--- config.mk ---
export PLATFORM = sky130hd
export DESIGN_NAME = rvv_backend_alu_rs_fifo
export DESIGN_NICKNAME = d
export VERILOG_FILES = /design/src/rtl/rvv_backend_alu_rs_fifo.sv
export SDC_FILE = /design/constraint.sdc
export NUM_CORES = 2
export LEC_CHECK = 0
export CAP_MARGIN = 15
export CORE_UTILIZATION = 40
export CTS_CLUSTER_DIAMETER = 120
export DETAILED_ROUTE_END_ITERATION = 10
export DONT_BUFFER_PORTS = 1
export SLEW_MARGIN = 10
export SYNTH_ARGS = -nofsm -noshare
export SYNTH_HDL_FRONTEND = slang
export SYNTH_SLANG_ARGS = --single-unit
--- constraint.sdc ---
create_clock -name clk -period 5.06 [get_ports clk]
set_input_delay 0.506 -clock clk [delete_from_list [all_inputs] [get_ports clk]]
set_output_delay 0.506 -clock clk [all_outputs]
set_load 0.1 [all_outputs]
--- src/rtl/rvv_backend_alu_rs_fifo.sv ---
// ALU reservation station: in-order multi-push / multi-pop FIFO between dispatch and the ALU stage.
// Flags are registered from next-cycle occupancy; read data is combinational from storage.
module rvv_backend_alu_rs_fifo #(
  parameter int unsigned DEPTH    = 8,
  parameter int unsigned NUM_PUSH = 2,
  parameter int unsigned NUM_POP  = 2,
  parameter int unsigned UOP_W    = 64,
  parameter bit          EnAssert = 1'b1
) (
  input  logic                             clk,
  input  logic                             rst_n,
  input  logic [NUM_PUSH-1:0]              push_dp2rs,
  input  logic [NUM_PUSH-1:0][UOP_W-1:0]   uop_dp2rs,
  output logic                             fifo_full_rs2dp,
  output logic [NUM_PUSH-1:1]              fifo_almost_full_rs2dp,
  input  logic [NUM_POP-1:0]               pop_ex2rs,
  output logic [NUM_POP-1:0][UOP_W-1:0]    alu_uop_rs2ex,
  output logic                             fifo_empty_rs2ex,
  output logic [NUM_POP-1:1]               fifo_almost_empty_rs2ex,
  input  logic                             flush
);

  localparam int unsigned PtrW = $clog2(DEPTH);
  localparam int unsigned CntW = PtrW + 1;

  typedef logic [PtrW-1:0] ptr_t;
  typedef logic [CntW-1:0] cnt_t;

  logic [DEPTH-1:0][UOP_W-1:0] mem_q;
  ptr_t                        wr_ptr_q, wr_ptr_d;
  ptr_t                        rd_ptr_q, rd_ptr_d;
  cnt_t                        count_q, count_d;

  logic [NUM_PUSH-1:0] push_run;
  cnt_t                n_push_req, n_push, free_space;
  cnt_t                n_pop_req, n_pop;

  logic                full_q, full_d;
  logic [NUM_PUSH-1:1] afull_q, afull_d;
  logic                empty_q, empty_d;
  logic [NUM_POP-1:1]  aempty_q, aempty_d;

  // Only the unbroken run of requests starting at lane 0 counts.
  always_comb begin
    logic run;
    run        = 1'b1;
    push_run   = '0;
    n_push_req = '0;
    for (int i = 0; i < NUM_PUSH; i++) begin
      run         = run & push_dp2rs[i];
      push_run[i] = run;
      n_push_req  = n_push_req + cnt_t'(run);
    end
  end

  always_comb begin
    logic run;
    run       = 1'b1;
    n_pop_req = '0;
    for (int i = 0; i < NUM_POP; i++) begin
      run       = run & pop_ex2rs[i];
      n_pop_req = n_pop_req + cnt_t'(run);
    end
  end

  // Acceptance uses pre-cycle count only: no same-cycle room creation or bypass.
  always_comb begin
    free_space = cnt_t'(DEPTH) - count_q;
    n_push     = (n_push_req > free_space) ? free_space : n_push_req;
    n_pop      = (n_pop_req > count_q) ? count_q : n_pop_req;
    if (flush) begin
      wr_ptr_d = '0;
      rd_ptr_d = '0;
      count_d  = '0;
    end else begin
      wr_ptr_d = wr_ptr_q + ptr_t'(n_push);
      rd_ptr_d = rd_ptr_q + ptr_t'(n_pop);
      count_d  = count_q + n_push - n_pop;
    end
  end

  always_comb begin
    full_d  = (count_d == cnt_t'(DEPTH));
    empty_d = (count_d == '0);
    afull_d = '0;
    aempty_d = '0;
    for (int i = 1; i < NUM_PUSH; i++) begin
      afull_d[i] = (cnt_t'(DEPTH) - count_d) <= cnt_t'(i);
    end
    for (int i = 1; i < NUM_POP; i++) begin
      aempty_d[i] = count_d <= cnt_t'(i);
    end
  end

  always_ff @(posedge clk or negedge rst_n) begin
    if (!rst_n) begin
      wr_ptr_q <= '0;
      rd_ptr_q <= '0;
      count_q  <= '0;
      full_q   <= 1'b0;
      afull_q  <= '0;
      empty_q  <= 1'b1;
      aempty_q <= '1;
    end else begin
      wr_ptr_q <= wr_ptr_d;
      rd_ptr_q <= rd_ptr_d;
      count_q  <= count_d;
      full_q   <= full_d;
      afull_q  <= afull_d;
      empty_q  <= empty_d;
      aempty_q <= aempty_d;
    end
  end

  always_ff @(posedge clk or negedge rst_n) begin
    if (!rst_n) begin
      mem_q <= '0;
    end else if (!flush) begin
      for (int i = 0; i < NUM_PUSH; i++) begin
        if (cnt_t'(i) < n_push) begin
          mem_q[wr_ptr_q + ptr_t'(i)] <= uop_dp2rs[i];
        end
      end
    end
  end

  always_comb begin
    for (int i = 0; i < NUM_POP; i++) begin
      alu_uop_rs2ex[i] = mem_q[rd_ptr_q + ptr_t'(i)];
    end
  end

  assign fifo_full_rs2dp         = full_q;
  assign fifo_almost_full_rs2dp  = afull_q;
  assign fifo_empty_rs2ex        = empty_q;
  assign fifo_almost_empty_rs2ex = aempty_q;

  // Non-contiguous pops are legal (ROB stall on lane 0); non-contiguous pushes are not.
  if (EnAssert) begin : g_assert
    assert property (@(posedge clk) disable iff (!rst_n || flush)
                     (push_dp2rs & ~push_run) == '0);
    assert property (@(posedge clk) disable iff (!rst_n || flush)
                     n_push_req <= free_space);
    assert property (@(posedge clk) disable iff (!rst_n || flush)
                     n_pop_req <= count_q);
  end

endmodule

Word level (Yosys, flattened, before mapping)
Cells that the tools add are included.
{"block": "op_classes", "bitwise": 2, "shift": 0, "n_reduce_logical": 3, "multipliers": 0, "n_div": 0, "mux": 18, "n_lt_le_gt_ge": 12, "add_sub_neg": 10, "n_eq_ne": 1}
{"operator": "$mux 512", "count": 3}
{"operator": "$bwmux 512", "count": 2}
{"operator": "$bmux 64 s3", "count": 2}
{"operator": "$demux 64 s3", "count": 2}
{"operator": "$mux 64", "count": 4}
{"operator": "$lt 3x4->1 const B", "count": 4}
{"operator": "$mux 4", "count": 3}
{"operator": "$gt 2x4->1", "count": 2}
{"operator": "$le 4x1->1 const B", "count": 2}
{"operator": "$lt 1x4->1 const A", "count": 2}
{"operator": "$sub 4x4->4 const A", "count": 2}
{"operator": "$add 3x1->3 const B", "count": 2}
{"operator": "$add 3x3->3", "count": 2}
{"operator": "$ge 3x1->1 const B", "count": 2}
{"operator": "$mux 3", "count": 2}
{"operator": "$add 1x1->2", "count": 2}
{"operator": "$add 4x4->4", "count": 1}
{"operator": "$eq 4x4->1 const B", "count": 1}
{"operator": "$logic_not 4->1", "count": 1}
{"operator": "$sub 4x4->4", "count": 1}
{"operator": "$and 1x1->1", "count": 2}
{"operator": "$logic_and 1x1->1", "count": 2}
{"block": "word_totals", "ff_bits": 526, "mem_bits_ro": 0, "out_inout_bits": 132, "latchBits": 0, "elab_cells": 61, "ram_bits": 0, "n_memories": 0, "inputBits": 135}

Longest topological paths before layout
{"block": "logic_depth", "word_depth": 9, "mapped_depth": 16, "ltp_nobuf": 16}

Least setup slack after synthesis
OpenSTA, ideal clock, no wires.
{"block": "synth_path", "path_type": "reg-to-output", "startpoint": "register rd_ptr_q[1]", "endpoint": "output port alu_uop_rs2ex[107] in the netlist's numbering", "path_buffers": 3, "slack_ns": 0.210, "required_ns": 4.554, "t_arrival_ns": 4.344, "path_stages_with_launch": 7, "path_cell_list": "dfrtp_1 > ha_1 > clkbuf_1 > clkbuf_1 > clkbuf_1 > mux4_2 > o21ai_0"}
{"element": "start, declared", "line_no": "31", "source": "ptr_t rd_ptr_q, rd_ptr_d;"}
{"element": "start signal, assigned", "line_no": "106", "source": "rd_ptr_q <= rd_ptr_d;"}
{"element": "end, declared", "line_no": "17", "source": "output logic [NUM_POP-1:0][UOP_W-1:0] alu_uop_rs2ex,"}

Final worst setup path
{"block": "layout_path", "startpoint": "register count_q[0]", "endpoint": "register afull_q (netlist: fifo_almost_full_rs2dp)"}
{"block": "layout_between", "elab_chain_cells": 8, "word_cells_on_any_way": 10, "cone_classes": "add/sub (4); order compare (3); mux (3)"}
{"element": "start, declared", "line_no": "32", "source": "cnt_t count_q, count_d;"}
{"element": "start signal, assigned", "line_no": "107", "source": "count_q <= count_d;"}
{"element": "$sub 4x4->4", "line_no": "68", "source": "free_space = cnt_t'(DEPTH) - count_q;"}
{"element": "$gt 2x4->1", "line_no": "69", "source": "n_push = (n_push_req > free_space) ? free_space : n_push_req;"}
{"element": "$mux 4", "line_no": "69"}
{"element": "$add 4x4->4", "line_no": "78", "source": "count_d = count_q + n_push - n_pop;"}
{"element": "$sub 4x4->4 (*)", "line_no": "78"}
{"element": "$mux 4 (*)", "line_no": "71", "source": "if (flush) begin"}
{"element": "$sub 4x4->4 (*)", "line_no": "88", "source": "afull_d[i] = (cnt_t'(DEPTH) - count_d) <= cnt_t'(i);"}
{"element": "$le 4x1->1 (*)", "line_no": "88"}
{"element": "via afull_d", "line_no": "39", "source": "logic [NUM_PUSH-1:1] afull_q, afull_d;"}
{"element": "end signal, assigned", "line_no": "109", "source": "afull_q <= afull_d;"}
{"element": "end, declared", "line_no": "39"}
The timed path passes the listed nets; every way through them passes the cells marked *.
A chain may end at the register's enable or synchronous reset.

==> impl_metrics.toml <==
[route]
drtAntennaViolNets = 0
dr.pass1.iters = 11
wire_per_inst_um = 31.8
viasPerCell = 7.12
drt-total-wl_um = 113000
num_vias = 25349
drtIter0Drc = 5145
drc_errors = 7

[clock_tree]
htreeDepth = 2
clockBufferDepth = 3
cts-root-buf = "clkbuf_16"
clk_latency_ps = 660
cts_tree = "built"
cts_num_sinks = 526
cts_resized = 0
cts_inserted_buffers = 61
clk_pin_slew_worst_paths_ps = 60

[logic_synthesis]
yosysWarningCount = 0
synth_nets = 2733
ys_seq_area_share_pct = 42.8
ys_types = 43
ys.flop_type = "dfrtp_1"
yosysTopAreaCellShare_pct = 42.7
yosys_register_bits = 526
synth_top_cell_by_area = "dfrtp_1"
synthTopCellsByArea = "dfrtp_1, mux4_2, a222oi_1"
synth-edff-count = 0
synthArstFlopShare_pct = 100
syn_area_um2 = 30700
synth_cells = 2581
avgSynthCellArea_um2 = 11.9

[critical_path]
r2r_end = "fifo_almost_full_rs2dp"
reg2reg_depth = 16
start_kind = "register"
cp-end-kind = "register"
reg2reg_setup_slack_ps = 520
cp.required_ps = 5620
critPathMaxFanout = 6
r2r-start = "count_q[0]"
cp.buffers_inverters = 3
critical_path.top_delay_family = "adder cells"
worst_path_max_delay_cell = "a2111oi_4"
slowest_delay_ps = 610
crit_type = "reg -> reg"
worstPathCellList = "inv_1 -> ha_1 -> inv_1 -> ha_1 -> a21oi_1 -> a2111oi_4 -> mux2i_1 -> inv_1 -> fa_1 -> ha_1 -> a21o_1 -> a21oi_1 -> xnor2_1 -> or2_2 -> nor3_1 -> a41o_1"
arrival_ps = 5110

[sta]
period_needed_ps = 4540
post-route-period-util_pct = 89.8
fin_worst_skew_ps = 39.3
slew_viol_final = 369
finalSetupViolations = 0
hold_slack_ps = -448
slew_headroom_pct = -71.3
final_hold_viol_count = 196
max_freq_ghz = 0.220
tightest_slew_ps = 2570
rsz0062_at_grt = "no"
setup_tns_ps = 0

[grt]
grt_first_pass_wirelength_um = 170000
grt-ovfl-total = 0
antenna_found_initial = 5
grt_max_degree = 527
grt_usage_pct = 28.7
grt_pass1_vias = 26870

[outcome]
violations = "design-rule violations, negative hold slack, max-slew violations"
status = "finished, violations left"

[floorplanning]
die_area_um2 = 77900
ios = 267
num_rows = 101
start_util_pct = 40.5
die_w_um = 279
dieHeight_um = 279
coreArea_um2 = 75900

[finish]
nets = 2637
layout_common_cells = "inv_1, dfrtp_1, a222oi_1, mux4_2, nor3_1"
final_area_um2 = 33900
post-route-util_pct = 44.6
drive_above_1_share_pct = 25.1
final_common_cell = "inv_1"
synthToLayoutAreaGrowth_pct = 10.3

[min_path]
hold_class = "in -> async"

[place]
port_buffers = 0
dpl_cell_area_um2 = 31900
gp_congestion = 0.830
dpl.hpwl_um = 64200

[flow_run]
maxCapViolCount = 0
-- what timing repair did --
item / 4_1_cts / 5_1_grt
endpoints found under the setup margin: 0 / 0
endpoints found under the hold margin: 526 / 524
buffers inserted: 0 / 0
-- synth_stat cells (5+ instances only) --
| cell type | instances |
|---|---|
| a32oi_4 | 5 |
| mux2_2 | 66 |
| buf_2 | 64 |
| mux4_2 | 256 |
| dfrtp_1 | 524 |
| ha_1 | 13 |
| nor3_1 | 131 |
| buf_1 | 47 |
| clkbuf_1 | 95 |
| a222oi_1 | 511 |
| xnor2_1 | 7 |
| nand2_1 | 69 |
| inv_1 | 524 |
| nor2b_1 | 12 |
| buf_4 | 9 |
| nor2_1 | 74 |
| mux2i_1 | 5 |
| dlygate4sd1_1 | 29 |
| buf_6 | 29 |
| o21ai_0 | 64 |
-- per-stage QoR --
| stage | hold WS, ps | setup WS [ps] | instances |
|---|---|---|---|
| 6_report | -448 | 517 | 3562 |
| 5_1_grt | -461 | 166 | 3562 |
| 4_1_cts | -450 | 461 | 3560 |
| 3_5_place_dp | 234 | 532 | 3452 |
| 3_3_place_gp | 234 | 738 | 3452 |
| 2_1_floorplan | 210 | 210 | 2581 |
-- kinds of logic after synthesis --
| group | count (synthesis) | synth area share (%) |
|---|---|---|
| AO/OA/AOI/OAI | 591 | 18.5 |
| XOR/XNOR | 11 | 0.314 |
| adder cells (fa/ha/maj) | 17 | 0.790 |
| buffers and inverters | 800 | 11.4 |
| flip-flops | 526 | 42.8 |
| multiplexers | 328 | 21.4 |
| other | 1 | 0.0122 |
| AND/OR/NAND/NOR | 307 | 4.66 |
-- layout make-up --
class,count,area (um2)
repair buffers,117,1040
clock buffers,90,1820
multi-input cells,1255,14400
clock inverters,18,180
fillers,6876,42100
well taps,1030,1290
flip-flops and latches,526,13200
diodes,2,5.00
inverters,524,1970
-- worst max path at each step --
stage | from | to | slack (ps) | cells after the start
2_1_floorplan | rd_ptr_q[1] | alu_uop_rs2ex[107] | 210 | 6
3_3_place_gp | count_q[0] | fifo_almost_full_rs2dp | 740 | 16
3_5_place_dp | count_q[0] | fifo_almost_full_rs2dp | 530 | 16
4_1_cts | count_q[0] | fifo_almost_full_rs2dp | 460 | 16
5_1_grt | count_q[0] | fifo_almost_full_rs2dp | 170 | 16
6_report | count_q[0] | fifo_almost_full_rs2dp | 520 | 16
-- metal layers --
metal	part of all wire [%]	global-route usage, %	wire length [um]
met5	0.034	0	38
met2	47	45.4	53000
met3	13	8.33	15200
met4	4.0	12.7	4570
met1	36	36.5	40300
-- state kept, by name (all words and copies together), names as in the netlist --
signal	flops
count_q	4
fifo_almost_empty_rs2ex	1
fifo_almost_full_rs2dp	1
fifo_empty_rs2ex	1
fifo_full_rs2dp	1
mem_q	512
rd_ptr_q	3
wr_ptr_q	3
-- worst reg2reg max path, cell delays in order, from the launching register on --
cell       delay, ps
dfrtp_1          440
inv_1            130
ha_1             330
inv_1             70
ha_1             330
a21oi_1          110
a2111oi_4        610
mux2i_1          340
inv_1            140
fa_1             520
ha_1             290
a21o_1           150
a21oi_1          200
xnor2_1          100
or2_2            300
nor3_1           270
a41o_1           140
Power is left out: the tool's default activity adds up to more than one toggle a clock period on the data nets, which glitch-free logic cannot reach.
